==> config.mk <==
export PLATFORM = sky130hd
export DESIGN_NAME = add_accum
export DESIGN_NICKNAME = d
export VERILOG_FILES = /design/src/rtl/add_pkg.sv /design/src/rtl/add_accum_frame_counter.sv /design/src/rtl/add_accum.sv
export SDC_FILE = /design/constraint.sdc
export NUM_CORES = 1
export LEC_CHECK = 0
export CORE_AREA = 4 4 61 63
export CTS_BUF_LIST = sky130_fd_sc_hd__clkbuf_4
export DETAILED_ROUTE_END_ITERATION = 12
export DIE_AREA = 0 0 65 67
export MAX_ROUTING_LAYER = met4
export PLACE_DENSITY = 0.82
export SYNTH_ARGS = -nofsm -noshare
export SYNTH_HDL_FRONTEND = slang
export SYNTH_HIERARCHICAL = 1
export SYNTH_SLANG_ARGS = --single-unit
==> constraint.sdc <==
create_clock -name clk -period 3.5 [get_ports clk]
set_input_delay 0.35 -clock clk [delete_from_list [all_inputs] [get_ports clk]]
set_output_delay 0.35 -clock clk [all_outputs]
set_load 0.01 [all_outputs]
==> src/rtl/add_pkg.sv <==
// Types and constants shared by the adder stage and the frame accumulator.
package add_pkg;

   localparam int OPND_W = 8;
   localparam int SUM_W  = OPND_W + 1;

   typedef enum logic {
      ACC  = 1'b0,
      HOLD = 1'b1
   } state_t;

   // Counter must hold values 0..n_samples.
   function automatic int cnt_width(input int n_samples);
      return (n_samples < 1) ? 1 : $clog2(n_samples + 1);
   endfunction

endpackage

==> src/rtl/add_accum_frame_counter.sv <==
// Modulo-N beat counter; done flags the beat that completes a frame.
module frame_counter
   import add_pkg::*;
#(
   parameter int N = 4,
   parameter int W = cnt_width(N)
) (
   input  logic clk,
   input  logic rst_n,
   input  logic inc,
   input  logic clr,
   output logic done
);

   localparam logic [W-1:0] LAST = W'(N - 1);

   logic [W-1:0] cnt;
   logic [W-1:0] base;

   // A clear in the same cycle as inc restarts the count from zero first.
   assign base = clr ? '0 : cnt;
   assign done = inc && (base == LAST);

   always_ff @(posedge clk) begin
      if (!rst_n) begin
         cnt <= '0;
      end else if (done) begin
         cnt <= '0;
      end else if (inc) begin
         cnt <= base + W'(1);
      end else begin
         cnt <= base;
      end
   end

endmodule

==> src/rtl/add_accum.sv <==
// Accumulates N_SAMPLES adder sums per frame and presents the total with a
// sticky overflow flag on a valid/ready port.
//
//   state | meaning
//   ------+-------------------------------------------------
//   ACC   | collecting sums, in_ready high
//   HOLD  | frame total presented, waiting for out handshake
module add_accum
   import add_pkg::*;
#(
   parameter int N_SAMPLES = 4,
   parameter int ACC_W     = 12
) (
   input  logic             clk,
   input  logic             rst_n,
   input  logic             in_valid,
   output logic             in_ready,
   input  logic [SUM_W-1:0] in_sum,
   input  logic             clear,
   output logic             out_valid,
   input  logic             out_ready,
   output logic [ACC_W-1:0] out_acc,
   output logic             out_ovf
);

   localparam int CNT_W = cnt_width(N_SAMPLES);

   state_t           state;
   logic [ACC_W-1:0] acc;
   logic             ovf;

   logic             beat;
   logic             hand;
   logic             clr_frame;
   logic             done;
   logic [ACC_W-1:0] acc_base;
   logic             ovf_base;
   logic [ACC_W-1:0] sum_ext;
   logic [ACC_W:0]   sum;

   assign in_ready  = rst_n && (state == ACC);
   assign out_valid = rst_n && (state == HOLD);
   assign beat      = in_valid && in_ready;
   assign hand      = out_valid && out_ready;

   // A clear arriving while a result is presented is dropped.
   assign clr_frame = clear && (state == ACC);

   assign acc_base = clr_frame ? '0 : acc;
   assign ovf_base = clr_frame ? 1'b0 : ovf;
   assign sum_ext  = ACC_W'(in_sum);
   assign sum      = {1'b0, acc_base} + {1'b0, sum_ext};

   frame_counter #(
      .N (N_SAMPLES),
      .W (CNT_W)
   ) u_frame_counter (
      .clk   (clk),
      .rst_n (rst_n),
      .inc   (beat),
      .clr   (clr_frame),
      .done  (done)
   );

   always_ff @(posedge clk) begin
      if (!rst_n) begin
         state <= ACC;
         acc   <= '0;
         ovf   <= 1'b0;
      end else begin
         case (state)
            ACC: begin
               if (beat) begin
                  acc <= sum[ACC_W-1:0];
                  ovf <= ovf_base | sum[ACC_W];
                  if (done) begin
                     state <= HOLD;
                  end
               end else if (clr_frame) begin
                  acc <= '0;
                  ovf <= 1'b0;
               end
            end
            HOLD: begin
               if (hand) begin
                  acc   <= '0;
                  ovf   <= 1'b0;
                  state <= ACC;
               end
            end
            default: begin
               state <= ACC;
            end
         endcase
      end
   end

   assign out_acc = acc;
   assign out_ovf = ovf;

endmodule

==> out/results.ini <==
[status]
outcome = complete, no violations

[yosys]
synthesis.area_mm2 = 0.001408
syn_area_per_cell_um2 = 7.777
post_synth_mux_area_share_pct = 0
syn-num-nets = 203
seq_area_frac_synth_pct = 24.18
synth_compound_gate_area_share_pct = 27.11
synth_cell_type_count = 48
synthSimpleGateAreaFrac_pct = 28.18
yosys.area_share.adder_pct = 8.444
ys_ff_latch = 17
yosysWarnings = 6
synth_xor_area_share_pct = 6.222
syn_inst = 181
synth_top_family_by_area = simple AND/OR/NAND/NOR gates

[critical_path]
worstReg2RegStart = state$_SDFF_PN0_
endpoint_kind = register
reg2reg_to = out_acc[10]$_SDFFE_PN0P_
critPathRequiredTime_ns = 3.74
setup.worst_path.start_class = primary input
path_class = in -> reg
worst_ep_arrival_time_ns = 3.34
worst-r2r-cell-count = 12
startpoint = clear
critPathMaxFanout = 7
ff2ff_setup_slack_ns = 0.63

[drt]
wl_per_cell_um = 12.99
ant_nets = 0
first_pass_iters = 4
drt_first_iter_violations = 80
viasPerCell = 5.370
wl_mm = 3.300
routed-via-count = 1364
drc_errors = 0

[grt]
antenna_found_initial = 0
grt_overflow = 0
grt_max_degree = 22
grt.total_usage_pct = 16.42
grt_pass1_wl_mm = 5.533
grt_pass1_vias = 1262

[floorplan]
die_area_mm2 = 0.004355
boundaryPins = 29
fp.dieH_um = 67
fp.coreArea_mm2 = 0.003232
start_util_pct = 43.55
die_x_um = 65
placementRows = 21

[final_layout]
regArea_um2 = 340.3
area_growth_pct = 25.42
final_common_cell = clkdlybuf4s50_1
fillers = 322
multi_input_area_um2 = 984.7
mostFrequentLayoutCells = 28 x clkdlybuf4s50_1, 17 x dfxtp_1, 14 x a21oi_1
nNetsFinal = 231
diodes = 0
drive_gt1_share_pct = 7.692

[power_and_ir_drop]
leakage_uw = 0.0007063
ir_drop_uv = 115.7
power_uw = 433.4
powerDensity_mw_per_mm2 = 245.5

[clock_tree]
postCtsSetupRepairBufs = 0
clock_path_buffers = 2
htreeDepth = 1
cts_buffers = 3
tritoncts = yes
clk_pin_slew_ns = 0.10
insertion_delay_ns = 0.30
clock-root-buffer = clkbuf_4
cts_sinks = 17
cts_hold_buf = 0
post_cts_resized = 0

[timing]
max_slew_margin_pct = 62.28
tightestPinTransition_ns = 0.5658
period_share_pct = 88.36
tns_ns = 0
finalHoldViolCount = 0
rsz0062_at_grt = false
finClkSkew_ns = 0.004579
slew_viol_final = 0
min_period_ns = 3.093
max_freq_ghz = 0.3234
setup_viol = 0

[worst_hold_path]
holdPathEnd = out_acc[7]$_SDFFE_PN0P_
min-delay-path-class = reg -> reg
hp-start = out_acc[7]$_SDFFE_PN0P_
hold_depth = 2

[place]
hpwlAfterDp_mm = 2.490
place.gp.congestion = 0.8550
port_buffers = 28

[job]
cap_violations = 0

critical path, stage by stage:
cell,delay (ns)
clkdlybuf4s50_1,0.54
nand2b_1,0.18
and2_1,0.21
ha_1,0.19
inv_1,0.07
fa_1,0.20
inv_1,0.06
o2111ai_1,0.26
nand2_1,0.15
a32o_1,0.31
a41o_1,0.27
or4_1,0.46
nand3_1,0.09
cell usage after synthesis, drive strengths merged:
library cell / count / area [µm²]
dfxtp: 17 / 340.3
a21oi: 14 / 70.07
and2: 11 / 71.32
nand2: 11 / 41.29
nor2b: 11 / 71.32
nor2: 10 / 37.54
o21ai: 10 / 50.04
nand3: 9 / 45.04
clkbuf: 8 / 30.03
inv: 8 / 30.03
ha: 7 / 87.58
o211ai: 5 / 37.54
xnor2: 5 / 43.79
xor2: 5 / 43.79
a21boi: 4 / 30.03
a22oi: 4 / 30.03
nand2b: 4 / 32.53
a21o: 3 / 22.52
nand3b: 3 / 22.52
a31oi: 2 / 12.51
a41o: 2 / 20.02
a41oi: 2 / 17.52
and3: 2 / 12.51
buf: 2 / 15.01
clkinv: 2 / 7.510
nand4: 2 / 12.51
nor3: 2 / 10.01
o2111ai: 2 / 17.52
o21a: 2 / 15.01
a2111oi: 1 / 27.53
a211oi: 1 / 7.510
a32o: 1 / 10.01
fa: 1 / 20.02
maj3: 1 / 11.26
nor4bb: 1 / 10.01
o22ai: 1 / 6.260
o31ai: 1 / 7.510
or2: 1 / 6.260
or3: 1 / 6.260
or4: 1 / 7.510
or4b: 1 / 10.01
kinds of logic after synthesis:
group                    after synthesis
AND/OR/NAND/NOR                       70
AO/OA/AOI/OAI                         55
buffers and inverters                 20
flip-flops                            17
XOR/XNOR                              10
adder cells (fa/ha/maj)                9
final cells by class:
cell class	count	share of cell area (%)
tap	46	3.260
sequential	17	19.28
clock buffer	3	1.276
timing repair buffer	33	18.00
clock inverter	1	0.2835
inverter	10	2.126
multi-input combinational	144	55.78
worst max path at each step:
stage	slack (ns)	endpoint	cells past startpoint
floorplan	0.64	out_acc[10]$_SDFFE_PN0P_	14
global placement	0.13	out_acc[10]$_SDFFE_PN0P_	13
detailed placement	0.10	out_acc[10]$_SDFFE_PN0P_	13
CTS	0.41	out_acc[10]$_SDFFE_PN0P_	13
global route	0.18	out_acc[9]$_SDFFE_PN0P_	11
finish	0.41	out_acc[10]$_SDFFE_PN0P_	13
report_power, final:
part | internal (µW) | switching, µW | leakage, µW
logic | 57.7 | 58.6 | 0.000550
clock network | 42.6 | 65.8 | 0.0000177
registers | 200 | 8.63 | 0.000138
total | 300 | 133 | 0.000706
routing by layer:
metal  up-vias  part of all wire, %  global-route usage (%)
li1        707                    -                       -
met1       627                   46                   20.18
met2        23                   49                   27.46
met3         7                  3.5                   1.855
met4         0                  2.0                   6.596
met5         -                    0                       -
per-stage QoR:
| step | hold WS, ns | std cells | setup WS (ns) | cell area [µm²] | util, % |
|---|---|---|---|---|---|
| 6_report | 0.4808 | 254 | 0.4075 | 1765 | 54.63 |
| 5_1_grt | 0.5096 | 254 | 0.1822 | 1765 | 54.63 |
| 4_1_cts | 0.4839 | 254 | 0.4142 | 1765 | 54.63 |
| 3_5_place_dp | 0.4677 | 250 | 0.1009 | 1738 | 53.77 |
| 3_3_place_gp | 0.4676 | 250 | 0.1255 | 1738 | 53.77 |
| 2_1_floorplan | 0.4675 | 181 | 0.6423 | 1408 | - |
state kept, by name (all words and copies together) (netlist names):
register             cells
out_acc                 12
u_frame_counter/cnt      3
out_ovf                  1
state                    1
Power figures use the tool's default switching activity.
